<file path="config.mk">
export PLATFORM = sky130hd
export DESIGN_NAME = ifetch_unit_flat
export DESIGN_NICKNAME = d
export VERILOG_FILES = /design/src/rtl/ifetch_unit_if.sv /design/src/rtl/ifetch_unit.sv /design/src/flat_wrapper.sv
export SDC_FILE = /design/constraint.sdc
export NUM_CORES = 1
export LEC_CHECK = 0
export CAP_MARGIN = 30
export CELL_PAD_IN_SITES_DETAIL_PLACEMENT = 2
export CELL_PAD_IN_SITES_GLOBAL_PLACEMENT = 2
export CORE_MARGIN = 3
export CORE_UTILIZATION = 29
export CTS_BUF_LIST = sky130_fd_sc_hd__clkbuf_8
export DETAILED_ROUTE_END_ITERATION = 6
export PLACE_DENSITY = 0.92
export SETUP_SLACK_MARGIN = 0.5
export SYNTH_ARGS = -nofsm -noshare
export SYNTH_HDL_FRONTEND = slang
export SYNTH_SLANG_ARGS = --single-unit
</file>
<file path="constraint.sdc">
create_clock -name clk -period 2.96 [get_ports clk]
set_clock_uncertainty 0.1 [all_clocks]
set_input_delay 0.74 -clock clk [delete_from_list [all_inputs] [get_ports clk]]
set_output_delay 0.74 -clock clk [all_outputs]
set_load 0.02 [all_outputs]
</file>
<file path="src/rtl/ifetch_unit_if.sv">
// Fetch-unit bus bundle: redirect input, instruction-memory handshake,
// decode-side instruction handshake and status outputs.
interface ifetch_unit_if;
    logic        redirect_valid;
    logic [31:0] redirect_pc;
    logic        imem_req;
    logic [31:0] imem_addr;
    logic        imem_ack;
    logic [31:0] imem_rdata;
    logic        instr_valid;
    logic [31:0] instr;
    logic [31:0] instr_pc;
    logic [31:0] instr_pc_4;
    logic        instr_ready;
    logic [31:0] fetch_pc;
    logic        misalign_err;

    // Fetch unit side.
    modport master (
        input  redirect_valid, redirect_pc, imem_ack, imem_rdata, instr_ready,
        output imem_req, imem_addr, instr_valid, instr, instr_pc, instr_pc_4,
               fetch_pc, misalign_err
    );

    // Environment side (memory, next-PC logic, decode).
    modport slave (
        output redirect_valid, redirect_pc, imem_ack, imem_rdata, instr_ready,
        input  imem_req, imem_addr, instr_valid, instr, instr_pc, instr_pc_4,
               fetch_pc, misalign_err
    );
endinterface

</file>
<file path="src/rtl/ifetch_unit.sv">
// Instruction fetch unit: one outstanding memory read at a time, a single
// holding slot toward decode, and redirect handling that never cancels a
// request already presented to memory (stale data is dropped instead).
module ifetch_unit #(
    parameter logic [31:0] RESET_PC = 32'h0000_3000
) (
    input  logic          clk,
    input  logic          reset,
    ifetch_unit_if.master bus
);

    typedef enum logic [1:0] {IDLE, REQ, DROP, HOLD} state_t;

    state_t      state, state_nxt;
    logic [31:0] pc;
    logic [31:0] pending_pc;
    logic [31:0] instr_q;
    logic [31:0] instr_pc_q;
    logic        misalign_q;
    logic [31:0] redirect_al;

    // Word-align every redirect target before it is used anywhere.
    assign redirect_al = {bus.redirect_pc[31:2], 2'b00};

    // State register.
    always_ff @(posedge clk or negedge reset) begin
        // NOTE: sequential state uses non-blocking assignments so every
        // register samples pre-edge values regardless of statement order.
        if (!reset) state <= IDLE;
        else        state <= state_nxt;
    end

    // Next-state logic.
    always_comb begin
        // NOTE: default first so no path through the case leaves state_nxt
        // unassigned, which would otherwise infer a latch.
        state_nxt = state;
        unique case (state)
            IDLE: state_nxt = REQ;
            REQ: begin
                if (bus.imem_ack && !bus.redirect_valid) state_nxt = HOLD;
                else if (!bus.imem_ack && bus.redirect_valid) state_nxt = DROP;
            end
            DROP: if (bus.imem_ack) state_nxt = REQ;
            HOLD: if (bus.redirect_valid || bus.instr_ready) state_nxt = REQ;
            default: state_nxt = IDLE;
        endcase
    end

    // Output decode: request while a read is outstanding, valid while holding.
    always_comb begin
        bus.imem_req    = 1'b0;
        bus.instr_valid = 1'b0;
        unique case (state)
            REQ, DROP: bus.imem_req    = 1'b1;
            HOLD:      bus.instr_valid = 1'b1;
            default: ;
        endcase
    end

    // PC, pending target, held instruction and sticky misalignment flag.
    always_ff @(posedge clk or negedge reset) begin
        if (!reset) begin
            pc         <= RESET_PC;
            pending_pc <= '0;
            instr_q    <= '0;
            instr_pc_q <= '0;
            misalign_q <= 1'b0;
        end else begin
            if (bus.redirect_valid && (bus.redirect_pc[1:0] != 2'b00))
                misalign_q <= 1'b1;
            unique case (state)
                IDLE: if (bus.redirect_valid) pc <= redirect_al;
                REQ: begin
                    if (bus.imem_ack) begin
                        if (bus.redirect_valid) begin
                            pc <= redirect_al;
                        end else begin
                            instr_q    <= bus.imem_rdata;
                            instr_pc_q <= pc;
                        end
                    end else if (bus.redirect_valid) begin
                        pending_pc <= redirect_al;
                    end
                end
                DROP: begin
                    // The in-flight read completes with stale data; resume at
                    // the newest target, a same-cycle redirect winning.
                    if (bus.imem_ack)
                        pc <= bus.redirect_valid ? redirect_al : pending_pc;
                    else if (bus.redirect_valid)
                        pending_pc <= redirect_al;
                end
                HOLD: begin
                    if (bus.redirect_valid)   pc <= redirect_al;
                    else if (bus.instr_ready) pc <= pc + 32'd4;
                end
                default: ;
            endcase
        end
    end

    assign bus.imem_addr    = pc;
    assign bus.fetch_pc     = pc;
    assign bus.instr        = instr_q;
    assign bus.instr_pc     = instr_pc_q;
    assign bus.instr_pc_4   = instr_pc_q + 32'd4;
    assign bus.misalign_err = misalign_q;

endmodule

</file>
<file path="src/flat_wrapper.sv">
// flat-port wrapper written by rule: the top's interface ports become plain ports
module ifetch_unit_flat 
#(
    parameter logic [31:0] RESET_PC = 32'h0000_3000
)
  (clk, reset, bus_redirect_valid, bus_redirect_pc, bus_imem_ack, bus_imem_rdata, bus_instr_ready, bus_imem_req, bus_imem_addr, bus_instr_valid, bus_instr, bus_instr_pc, bus_instr_pc_4, bus_fetch_pc, bus_misalign_err);
  ifetch_unit_if bus_i ();
  input  logic clk;
  input  logic reset;
  input wire logic [$bits(bus_i.redirect_valid)-1:0] bus_redirect_valid;
  input wire logic [$bits(bus_i.redirect_pc)-1:0] bus_redirect_pc;
  input wire logic [$bits(bus_i.imem_ack)-1:0] bus_imem_ack;
  input wire logic [$bits(bus_i.imem_rdata)-1:0] bus_imem_rdata;
  input wire logic [$bits(bus_i.instr_ready)-1:0] bus_instr_ready;
  output wire logic [$bits(bus_i.imem_req)-1:0] bus_imem_req;
  output wire logic [$bits(bus_i.imem_addr)-1:0] bus_imem_addr;
  output wire logic [$bits(bus_i.instr_valid)-1:0] bus_instr_valid;
  output wire logic [$bits(bus_i.instr)-1:0] bus_instr;
  output wire logic [$bits(bus_i.instr_pc)-1:0] bus_instr_pc;
  output wire logic [$bits(bus_i.instr_pc_4)-1:0] bus_instr_pc_4;
  output wire logic [$bits(bus_i.fetch_pc)-1:0] bus_fetch_pc;
  output wire logic [$bits(bus_i.misalign_err)-1:0] bus_misalign_err;
  assign bus_i.redirect_valid = bus_redirect_valid;
  assign bus_i.redirect_pc = bus_redirect_pc;
  assign bus_i.imem_ack = bus_imem_ack;
  assign bus_i.imem_rdata = bus_imem_rdata;
  assign bus_i.instr_ready = bus_instr_ready;
  assign bus_imem_req = bus_i.imem_req;
  assign bus_imem_addr = bus_i.imem_addr;
  assign bus_instr_valid = bus_i.instr_valid;
  assign bus_instr = bus_i.instr;
  assign bus_instr_pc = bus_i.instr_pc;
  assign bus_instr_pc_4 = bus_i.instr_pc_4;
  assign bus_fetch_pc = bus_i.fetch_pc;
  assign bus_misalign_err = bus_i.misalign_err;
  ifetch_unit #(.RESET_PC(RESET_PC)) u_core (.clk(clk), .reset(reset), .bus(bus_i));
endmodule
</file>
# Word-level counts from Yosys, hierarchy flattened
# Index checks and enable logic that the tools add are counted.
# word_totals
register_bits,131
in_bits,69
out_inout_bits,163
elab_cells,45
# classes
addsub,2
n_eq_ne,8
mux,14
bitwise_logic,2
n_reduce_logical,13
# ops
op,n
$mux 32,6
$pmux 32 s4,1
$add 32x3->32 const B,2
$reduce_and 3->1,3
$mux 2,4
$pmux 2 s4,1
$eq 2x2->1 const B,2
$ne 2x2->1 const B,2
$logic_and 1x1->1,3
$ne 3x1->1 const B,1
$ne 3x3->1 const B,1
$eq 2x1->1 const B,1
$logic_not 1->1,2
$logic_not 2->1,1
$mux 1,2
$ne 2x1->1 const B,1
$not 1->1,2
$reduce_and 2->1,1
$reduce_bool 2->1,1
$reduce_or 2->1,1
$logic_or 1x1->1,1

# Longest topological paths before layout
# Gate-level depths: netlist of the first run.
# depth
depth_word,5
depth_mapped,8
mapped_depth_nobuf,7

# Least setup slack after synthesis of the first run
# OpenSTA, ideal clock, no wires.
# synth_path
path_kind,register -> output
startpoint,"reg u_core.instr_pc_q[11], in the netlist u_core.bus.instr_pc[11]"
endpoint,out bus_instr_pc_4[26]
t_arrival_ns,1.951
required_time_ns,2.120
setup_slack_ns,0.169
stages_incl_launch_ff,6
n_path_buf,0
cell_sequence,dfrtp_1 -> nand4_2 -> or4_4 -> nor2_8 -> nand4_1 -> xnor2_1
# synth_via
elab_chain_len,1
# synth_lines
item,line_no,rtl
"start, declared",ifetch_unit.sv:18,logic [31:0] instr_pc_q;
"start signal, assigned",ifetch_unit.sv:80,instr_pc_q <= pc;
$add 32x3->32,ifetch_unit.sv:107,assign bus.instr_pc_4 = instr_pc_q + 32'd4;
"end, declared",flat_wrapper.sv:20,output wire logic [$bits(bus_i.instr_pc_4)-1:0] bus_instr_pc_4;
# No other way between the ends.

# Worst setup path in the final report of the first run
# layout_path
startpoint,"reg u_core.instr_pc_q[10], in the netlist u_core.bus.instr_pc[10]"
endpoint,out bus_instr_pc_4[23]
# Same word-level chain as after synthesis.

==> summary.txt, run 1 <==
Synthesis
  – Avg Inst Size Synth: about 11 sq um
  – Synthesized flop and latch total: 131
  – Yosys cell types: 54
  – Post-synth ARST share: 1.00
  – Number of flops mapped to enable cells by yosys: 0
  – Sequential fraction of the synthesis area: 0.488
  – Mapped Area: 6720 sq um
  – Synth Net Count: 691
  – Mapped Cells: slightly above 600
  – Post-synth top flop: dfrtp_1
  – Synth Warn #: 0

GRT
  – Largest net degree at the start of global routing: between 60 and 70
  – GRT Total Usage: 0.202
  – Vias in the first global route: ~6700
  – Met1 global-route usage: 0.254
  – First-pass GRT wire length: 39000 um
  – GR peak layer: met2
  – Initial antenna violation count: 0
  – Met2 usage: 0.360
  – Global route overflow: 0
  – Met3 Usage GRT: 0.0394

Die
  – I/O pin count: 232
  – Die Y: 158 um
  – Starting density of the core: 0.296
  – Die X: ~160 um
  – DIE AREA: 25000 sq um
  – Site row count: 55
  – Core box area: 22700 sq um

Cells and area
  – Post-layout util: 0.458
  – Final non-filler cell total: 1157
  – Diodes inserted: 0
  – Synth-to-Final Area Change: 54.8%
  – Fraction of layout cells with a size suffix above 1: 0.335
  – Final net count: 933

Place
  – Dpl cells: 1104
  – Dpl ws: -122 ps
  – Port Buffers: 231
  – Final RePlAce weighted congestion: 0.775
  – Final HPWL DP: roughly 18000 um

CTS
  – Hold Buf Count CTS: 0
  – TritonCTS clock tree: done
  – Clk slew on worst S/H paths: approximately 80 ps
  – # clock sinks: 131
  – Root Driver: clkbuf_8
  – Total CTS buffers: 17
  – # H-tree levels: 4
  – Skew-Pair Late Insertion Delay: 440 ps
  – Max clock buf depth: 2

STA
  – Max-slew violations: 0
  – Final setup viols: 14
  – Setup WS post-layout: -124 ps
  – Fmax: ~320 MHz
  – Shortest period the worst path allows: 3080 ps
  – RSZ-0062 raised after global routing: yes
  – Final hold vios: 0
  – Normalized max-slew margin: 0.640
  – Slew @ Worst Pin: 540 ps
  – Crit share post-route: 1.04

Critical path
  – Max incr delay on CP: 590 ps
  – Largest fanout on the critical path: 6
  – Slowest stage cell on the critical path: or4_4
  – Startpoint types: register
  – WP data required: 2120 ps
  – Setup crit end kind: output pin
  – Crit-path cells: nand3_2 > or4_4 > nor2_4 > nand4_1 > xnor2_2 > buf_4
  – Setup CP Type: register to output pin
  – Worst EP arrival: roughly 2200 ps
  – Worst R2R Path Depth: 6

Run
  – Max-cap violations: 0

Status
  – Failing checks: negative setup slack
  – Status: complete, but fails checks

Power
  – Power per standard cell area: 1120 nW/um^2
  – P_leak: 4.88 nW
  – Worst VDD drop: 0.448 mV

Route
  – DRC Markers: 0
  – TritonRoute pass-1 iters: 4
  – DRT antenna net count: 0
  – Post-DR vias/cell: 5.23
  – Final wirelength: 26300 um
  – Wire length per cell: around 23 um
  – Vias post-DR: 6054
  – DRT iter0 DRCs: 205

Worst hold path
  – Worst Hold Class: input pin to async pin
==> kinds of logic (layout without fill, tap and decap cells) <==
| group | Yosys count | count (layout) | share of synthesized area |
|---|---|---|---|
| AND/OR/NAND/NOR | 150 | 150 | 0.122 |
| flip-flops | 131 | 131 | 0.488 |
| AO/OA/AOI/OAI | 129 | 129 | 0.127 |
| multiplexers | 87 | 87 | 0.146 |
| buffers and inverters | 86 | 341 | 0.0707 |
| XOR/XNOR | 29 | 29 | 0.0378 |
| adder cells (fa/ha/maj) | 5 | 5 | 0.00931 |
==> what timing repair did <==
| action | in CTS | in global routing |
|---|---|---|
| pin swaps | 16 | 15 |
| endpoints found under the setup margin | 88 | 69 |
| resized for setup | 231 | 71 |
| setup buffers | 11 | 10 |
==> metal layers <==
layer	wire length, um	part of all wire
met1	10800	0.41
met3	1320	0.050
met5	0	0
met4	271	0.010
met2	14000	0.53
==> cells in the final DEF, fill, tap and decap left out, types with 7 or more instances in the layout <==
master	count
a21oi_1	15
a222oi_1	9
a22oi_1	10
and3_1	7
buf_4	68
buf_6	15
clkbuf_8	18
clkdlybuf4s50_1	121
dfrtp_1	99
dfrtp_2	30
dlygate4sd2_1	43
dlymetal6s2s_1	37
inv_1	16
mux2_1	13
mux2_2	74
nand2_1	30
nand3_4	7
nand4_1	19
nor2_1	20
nor3_1	10
o21ai_0	37
o21ai_1	14
o22ai_1	7
xnor2_2	23
==> state kept, by name (all words and copies together) (netlist names) <==
name	cells
u_core.bus.fetch_pc	32
u_core.bus.instr	32
u_core.bus.instr_pc	32
u_core.bus.misalign_err	1
u_core.pending_pc	32
u_core.state	2
==> cell usage after synthesis (all sizes together), types with 8 or more instances <==
| cell | instances | share of area |
|---|---|---|
| nand2 | 37 | 0.021 |
| a222oi | 9 | 0.013 |
| buf | 54 | 0.053 |
| nand4 | 20 | 0.020 |
| dfrtp | 129 | 0.48 |
| a21oi | 15 | 0.011 |
| nand3 | 16 | 0.013 |
| clkbuf | 16 | 0.0089 |
| and3 | 9 | 0.0084 |
| o22ai | 8 | 0.0084 |
| a22oi | 10 | 0.011 |
| o21ai | 51 | 0.038 |
| nor2 | 27 | 0.019 |
| mux2 | 87 | 0.15 |
| nor3 | 11 | 0.0089 |
| xnor2 | 25 | 0.033 |
| inv | 16 | 0.0089 |
==> final cells by class <==
| class | count | area (sq um) |
|---|---|---|
| well taps | 285 | 357 |
| multi-input cells | 400 | 3370 |
| clock inverters | 14 | 188 |
| clock buffers | 18 | 248 |
| fillers | 2305 | 12300 |
| repair buffers | 293 | 2860 |
| inverters | 16 | 60.1 |
| flip-flops and latches | 131 | 3320 |
==> critical path, delay by kind of cell, from the launching register on <==
family | cells | cell delay, ps
buffers and inverters | 1 | 160
xor gates and xnor gates | 1 | 170
DFF | 1 | 390
and+or+nand+nor | 4 | 1080
==> report_power, final <==
part	switching, W	internal, W
clock network	0.000746	0.000936
logic	0.00332	0.00290
registers	0.00103	0.00268
total	0.00510	0.00651
==> through the flow <==
stage | TNS, ps | hold WS (ps) | power (W) | area [sq um]
floorplan | 0 | 344 | 0.00683 | 6890
global placement | -98.2 | 352 | 0.00970 | 9530
detailed placement | -516 | 379 | 0.0100 | 9530
CTS | -1010 | 140 | 0.0116 | 10100
global route | -3120 | 140 | 0.0123 | 10400
finish | -1010 | 146 | 0.0116 | 10400
==> final timing paths <==
| check | start | endpoint | slack, ps |
|---|---|---|---|
| hold reg to reg | u_core.pending_pc[22] | u_core.pending_pc[22] | 390 |
| setup reg to reg | u_core.bus.fetch_pc[3] | u_core.bus.fetch_pc[30] | 690 |
| min in group clk | u_core.pending_pc[22] | u_core.pending_pc[22] | 390 |
| max in group asynchronous | reset | u_core.bus.fetch_pc[12] | 1890 |
| hold / removal | reset | u_core.bus.instr[11] | 150 |
| setup / recovery | u_core.bus.instr_pc[10] | bus_instr_pc_4[23] | -120 |
(Power assumes the default switching activity.)
==> run 2, diff against run 1 <==
--- a/config.mk
+++ b/config.mk
@@ -12,6 +12,7 @@
 export CORE_UTILIZATION = 29
 export CTS_BUF_LIST = sky130_fd_sc_hd__clkbuf_8
 export DETAILED_ROUTE_END_ITERATION = 6
+export GPL_TIMING_DRIVEN = 0
 export PLACE_DENSITY = 0.92
 export SETUP_SLACK_MARGIN = 0.5
 export SYNTH_ARGS = -nofsm -noshare
==> run 2 against run 1 <==
Effect of this change:
- the flow still finishes with violations (negative setup slack)
- worst hold slack better by 250 ps
- die area did not move
- register-to-register slack got worse by 100 ps
- wire length increased by 13%
- critical path type unchanged
- largest power group unchanged
==> summary.txt, run 2 (synthesized netlist as in run 1, its figures left out) <==
Status
  – Status: complete, but fails checks
  – Failing checks: negative setup slack

GRT
  – Largest net degree at the start of global routing: 61 (-10%)
  – GRT Total Usage: 0.225 (+0.0236)
  – Initial antenna violation count: 2 (+2)
  – First-pass GRT wire length: 42900 um (+10%)
  – Vias in the first global route: 7312 (+9.9%)
  – Global route overflow: 0 (unchanged)

CTS
  – Max clock buf depth: 2 (unchanged)
  – Skew-Pair Late Insertion Delay: 460 ps (+20 ps)
  – # H-tree levels: 4 (unchanged)
  – # clock sinks: 131 (unchanged)
  – Clk slew on worst S/H paths: 70 ps (about the same)
  – Total CTS buffers: 17 (unchanged)
  – Root Driver: clkbuf_8
  – TritonCTS clock tree: done

Power
  – Worst VDD drop: 0.490 mV (+9.3%)
  – Power per standard cell area: 1130 nW/um^2 (+0.95%)
  – P_leak: 4.96 nW (+1.7%)

Critical path
  – Largest fanout on the critical path: 6 (unchanged)
  – WP data required: 2120 ps (about the same)
  – Startpoint types: register
  – Worst EP arrival: 2310 ps (+70 ps)
  – Setup crit end kind: output pin
  – Worst R2R Path Depth: 6 (unchanged)
  – Setup CP Type: register to output pin

STA
  – Shortest period the worst path allows: 3150 ps (+67.1 ps)
  – Fmax: 317 MHz (-2.1%)
  – Crit share post-route: 1.06 (+0.0227)
  – RSZ-0062 raised after global routing: yes
  – Final hold vios: 0 (unchanged)
  – Final setup viols: 14 (unchanged)
  – Normalized max-slew margin: 0.533 (-0.107)
  – Max-slew violations: 0 (unchanged)
  – Slew @ Worst Pin: 701 ps (+161 ps)
  – Setup WS post-layout: -191 ps (-67.1 ps)

Route
  – Final wirelength: 29900 um (+13%)
  – Post-DR vias/cell: 5.35 (+2.2%)
  – Wire length per cell: 24.4 um (+7.2%)
  – DRC Markers: 0 (unchanged)
  – TritonRoute pass-1 iters: 5 (+1)
  – DRT antenna net count: 0 (unchanged)
  – Vias post-DR: 6537 (+8.0%)
  – DRT iter0 DRCs: 396 (+93%)

Die
  – I/O pin count: 232 (unchanged)
  – Die Y: 158 um (unchanged)
  – DIE AREA: 25000 sq um (unchanged)
  – Core box area: 22700 sq um (unchanged)
  – Site row count: 55 (unchanged)
  – Die X: 158 um (unchanged)
  – Starting density of the core: 0.296 (unchanged)

Cells and area
  – Final net count: 999 (+7.1%)
  – Fillers: 2312 (+0.30%)
  – Commonest non-fill, non-tap cell in the layout: clkdlybuf4s50_1
  – Synth-to-Final Area Change: 60.3%
  – Fraction of layout cells with a size suffix above 1: 0.390 (+0.0553)
  – Commonest cells after routing, fill and taps aside: clkdlybuf4s50_1, buf_4, dfrtp_1
  – Diodes inserted: 0 (unchanged)
  – Post-layout util: 0.474 (+0.0163)
  – Final non-filler cell total: 1223 (+5.7%)

Run
  – Max-cap violations: 0 (unchanged)

Place
  – Dpl cells: 1134 (+2.7%)
  – Final RePlAce weighted congestion: 0.858 (+11%)
  – Final HPWL DP: 19700 um (+7.9%)
  – Dpl ws: -355 ps (-233 ps)
  – Port Buffers: 230 (-0.43%)

Worst hold path
  – Hold Crit Depth: 1
  – Worst Hold Class: register to register
run 2: cell count changes in the layout (fill, tap and decap cells not counted), moves of 7 or more:
cell             before  now
buf_4                68  107
buf_6                15   22
clkbuf_2              0    8
clkdlybuf4s50_1     121  135
dfrtp_1              99   85
dfrtp_2              30   44
dlymetal6s2s_1       37   15
run 2: metrics by stage:
step | power (W) | setup TNS, ps | instance area, sq um | hold WS [ps]
floorplan | 0.00683 | 0 | 6890 | 344
global placement | 0.00980 | -615680 | 9550 | 354
detailed placement | 0.0101 | -23380 | 9610 | 373
CTS | 0.0118 | -1130 | 10300 | 396
global route | 0.0128 | -3110 | 10800 | 413
finish | 0.0121 | -1430 | 10800 | 392
run 2: worst paths after layout:
kind / from / end / slack (ps)
min in group asynchronous: reset / u_core.bus.instr[8] / 590
setup / recovery: u_core.bus.instr_pc[18] / bus_instr_pc_4[25] / -190
setup reg to reg: u_core.bus.fetch_pc[3] / u_core.bus.fetch_pc[28] / 590
hold / removal: u_core.bus.misalign_err / u_core.bus.misalign_err / 390
max in group asynchronous: reset / u_core.bus.fetch_pc[13] / 1560
hold reg to reg: u_core.bus.misalign_err / u_core.bus.misalign_err / 390
run 2: what timing repair did:
| item | CTS | global route |
|---|---|---|
| gates resized for setup | 269 | 80 |
| endpoints found under the hold margin | 13 | 0 |
| hold buffers | 1 | 0 |
| setup buffers | 39 | 17 |
| endpoints found under the setup margin | 208 | 107 |
| pin swaps | 16 | 20 |
run 2: cell type report:
cell class | instances | area, sq um | area share
multi-input combinational | 400 | 3400 | 0.315
sequential | 131 | 3340 | 0.310
timing repair buffer | 289 | 2770 | 0.257
buffer | 70 | 457 | 0.0424
tap | 285 | 357 | 0.0331
clock buffer | 18 | 248 | 0.0230
clock inverter | 14 | 148 | 0.0137
inverter | 16 | 60.1 | 0.00557
run 2: worst max-delay path: stages, from the launching register on:
cell	delay (ps)
dfrtp_2	380
nand2_1	80
or4_4	610
nor2_4	210
buf_4	150
nand3_2	90
xnor2_2	170
buf_4	160
run 2: per-layer routing:
metal,track usage,part of all wire,vias up
met2,0.403,0.52,241
met3,0.0489,0.059,52
met4,0.0799,0.022,4
met5,0,0.00077,-
met1,0.267,0.40,3411
li1,-,-,2829
run 2: where the power goes:
part | total, W | internal (W) | switching, W
Combinational | 0.00688 | 0.00323 | 0.00365
Sequential | 0.00369 | 0.00270 | 0.000987
Clock | 0.00158 | 0.000836 | 0.000740
Total | 0.0121 | 0.00677 | 0.00537
==> run 3, diff against run 2 <==
--- a/config.mk
+++ b/config.mk
@@ -9,11 +9,11 @@
 export CELL_PAD_IN_SITES_DETAIL_PLACEMENT = 2
 export CELL_PAD_IN_SITES_GLOBAL_PLACEMENT = 2
 export CORE_MARGIN = 3
-export CORE_UTILIZATION = 29
+export CORE_UTILIZATION = 31
 export CTS_BUF_LIST = sky130_fd_sc_hd__clkbuf_8
 export DETAILED_ROUTE_END_ITERATION = 6
 export GPL_TIMING_DRIVEN = 0
-export PLACE_DENSITY = 0.92
+export PLACE_DENSITY = 0.95
 export SETUP_SLACK_MARGIN = 0.5
 export SYNTH_ARGS = -nofsm -noshare
 export SYNTH_HDL_FRONTEND = slang
==> constraint.sdc (replaced) <==
create_clock -name clk -period 3.9 [get_ports clk]
set_clock_uncertainty 0.1 [all_clocks]
set_input_delay 0.975 -clock clk [delete_from_list [all_inputs] [get_ports clk]]
set_output_delay 0.975 -clock clk [all_outputs]
set_load 0.02 [all_outputs]
==> run 3 against run 2 <==
Effect of this change:
- the run now ends clean
- die area shrank 6.2%
- largest cell class is now flip-flops and latches
- global-route usage grew 2.8 points
- sequential share of layout area grew 2.1 points
- via count grew 0.75%
- wire length grew 4.4%
- first-iteration DRC count grew 24%
- final cell count shrank 3.8%
- clock power shrank 23%
- core utilization shrank 0.30 points
- clock-buffer cell count is the same
- critical path depth is the same
- combinational power shrank 27%
==> summary.txt, run 3 (synthesized netlist as in run 1, its figures left out) <==
Die
  – Starting density of the core: 0.318 (+0.0218)
  – Site row count: 53 (-3.6%)
  – Die Y: 153 um (-3.2%)
  – I/O pin count: 232 (unchanged)
  – DIE AREA: 23500 sq um (-6.2%)
  – Die X: 153 um (-3.2%)
  – Core box area: 21200 sq um (-6.8%)

CTS
  – Skew-Pair Late Insertion Delay: 460 ps (about the same)
  – TritonCTS clock tree: done
  – Hold Buf Count CTS: 0 (-1)
  – # clock sinks: 131 (unchanged)
  – Root Driver: clkbuf_8
  – Clk slew on worst S/H paths: 80 ps (about the same)
  – Total CTS buffers: 17 (unchanged)
  – # H-tree levels: 4 (unchanged)
  – Max clock buf depth: 2 (unchanged)

Cells and area
  – Final net count: 964 (-3.5%)
  – Final Cell Area: 9970 sq um (-7.4%)
  – Final non-filler cell total: 1177 (-3.8%)
  – Commonest non-fill, non-tap cell in the layout: clkdlybuf4s50_1
  – Fillers: 2158 (-6.7%)
  – Diodes inserted: 0 (unchanged)
  – Commonest cells after routing, fill and taps aside: clkdlybuf4s50_1, dfrtp_1, mux2_2
  – Fraction of layout cells with a size suffix above 1: 0.246 (-0.144)
  – Synth-to-Final Area Change: 48.3%

Place
  – Placed Area: 9400 sq um (-2.2%)
  – Dpl ws: 247 ps (+602 ps)
  – Port Buffers: 230 (unchanged)
  – Dpl cells: 1123 (-0.97%)
  – Final RePlAce weighted congestion: 0.817 (-4.8%)
  – Final HPWL DP: 21200 um (+7.7%)

Critical path
  – Max incr delay on CP: 600 ps (about the same)
  – Largest fanout on the critical path: 6 (unchanged)
  – Crit. Startpoint: u_core.bus.instr_pc[17]
  – Reg2reg start: u_core.state[0]
  – Worst EP arrival: 2380 ps (+70 ps)
  – Setup crit end kind: output pin
  – Most used cell, CP: buf_4
  – Crit-path cells: nand2_1 > or4_4 > nor2_4 > buf_4 > nand3_2 > xnor2_2 > buf_4
  – Startpoint types: register
  – WP data required: 2820 ps (+700 ps)
  – Setup CP Type: register to output pin
  – Slowest stage cell on the critical path: or4_4

STA
  – Final hold vios: 0 (unchanged)
  – Fmax: 290 MHz
  – Final setup viols: 0 (-14)
  – Shortest period the worst path allows: 3450 ps
  – Max-slew violations: 0 (unchanged)
  – Slew @ Worst Pin: 841 ps (+140 ps)
  – Normalized max-slew margin: 0.439 (-0.0933)
  – Hold Slack: 352 ps (-39.3 ps)
  – Setup WS post-layout: 446 ps (+638 ps)
  – RSZ-0062 raised after global routing: yes
  – Crit share post-route: 0.886

Route
  – TritonRoute pass-1 iters: 5 (unchanged)
  – Vias post-DR: 6586 (+0.75%)
  – DRC Markers: 0 (unchanged)
  – Wire length per cell: 26.5 um (+8.5%)
  – Final wirelength: 31200 um (+4.4%)
  – DRT antenna net count: 0 (unchanged)
  – Post-DR vias/cell: 5.60 (+4.7%)
  – DRT iter0 DRCs: 492 (+24%)

Power
  – Flop pwr share: 0.313 (+0.009)
  – P_leak: 4.22 nW (-15%)
  – Int Pwr: 0.00503 W (-26%)
  – Logic gate share of total power: 0.554 (-0.012)
  – Power per standard cell area: 913 nW/um^2 (-19%)
  – Clock network power share: 0.133 (+0.003)
  – Switch Pwr: 0.00408 W (-24%)
  – Worst VDD drop: 0.309 mV (-37%)
  – Switch share: 0.448 (+0.00506)

Worst hold path
  – Worst Hold Class: input pin to async pin

GRT
  – Global route overflow: 0 (unchanged)
  – Largest net degree at the start of global routing: 88 (+44%)
  – Vias in the first global route: 7463 (+2.1%)
  – First-pass GRT wire length: 46300 um (+7.9%)
  – GRT Total Usage: 0.254 (+0.0284)
  – Initial antenna violation count: 0 (-2)

Status
  – Status: complete, no violations

Run
  – Max-cap violations: 0 (unchanged)
## run 3: cell types whose count changed in the layout (fill, tap and decap cells not counted), sizes merged, moves of 2 or more
cell / before / now
dlymetal6s2s: 15 / 2
inv: 20 / 18
dlygate4sd2: 49 / 9
clkinvlp: 3 / 1
buf: 141 / 90
clkdlybuf4s50: 135 / 206
clkinv: 4 / 7
## run 3: power groups by stage
stage          sequential, W  combinational [W]  clock (W)
2_1_floorplan        0.00312            0.00196          0
3_3_place_gp         0.00274            0.00455          0
3_5_place_dp         0.00284            0.00480          0
4_1_cts              0.00282            0.00489    0.00123
5_1_grt              0.00293            0.00529    0.00129
6_report             0.00285            0.00505    0.00121
## run 3: what timing repair did
| item | CTS | global route |
|---|---|---|
| setup buffers | 9 | 14 |
| pin swaps | 9 | 10 |
| setup endpoints to repair | 23 | 17 |
| resized for setup | 81 | 11 |
## run 3: area by class of cell
cell class | count | area (sq um) | share of cell area
Multi-Input combinational cell | 400 | 3010 | 0.302
Timing Repair Buffer | 254 | 2450 | 0.246
Clock inverter | 13 | 144 | 0.0144
Inverter | 16 | 60.1 | 0.00602
Clock buffer | 18 | 248 | 0.0248
Tap cell | 275 | 344 | 0.0345
Buffer | 70 | 415 | 0.0417
Sequential cell | 131 | 3300 | 0.331
## run 3: path summary, 6_finish.rpt
path	to	slack [ps]	cells after the start
min in group clk	u_core.bus.misalign_err	390	1
worst max register to register	u_core.bus.fetch_pc[15]	940	7
worst min-delay path	u_core.bus.instr[0]	350	1
max in group asynchronous	u_core.bus.instr_pc[3]	2470	2
worst max-delay path	bus_instr_pc_4[25]	450	7
worst min register to register	u_core.bus.misalign_err	390	1
## run 3: stage by stage
| stage | power (W) | utilization | setup TNS, ps |
|---|---|---|---|
| 5_1_grt | 0.00951 | 0.471 | 0 |
| 2_1_floorplan | 0.00508 | - | 0 |
| 3_5_place_dp | 0.00763 | 0.444 | 0 |
| 4_1_cts | 0.00894 | 0.466 | 0 |
| 6_report | 0.00910 | 0.471 | 0 |
| 3_3_place_gp | 0.00729 | 0.443 | -499800 |
## run 3: per-layer routing
metal,global-route usage,up-vias,share of wire
li1,-,2763,-
met1,0.300,3367,0.39
met2,0.438,346,0.50
met3,0.0589,110,0.061
met4,0.116,0,0.039
met5,0,-,0
## run 3: critical path: cells and delay by family, from the launching register on
family,cells,cell delay (ps)
simple gates,4,1000
flops,1,410
xor+xnor,1,180
buf+inv,2,330
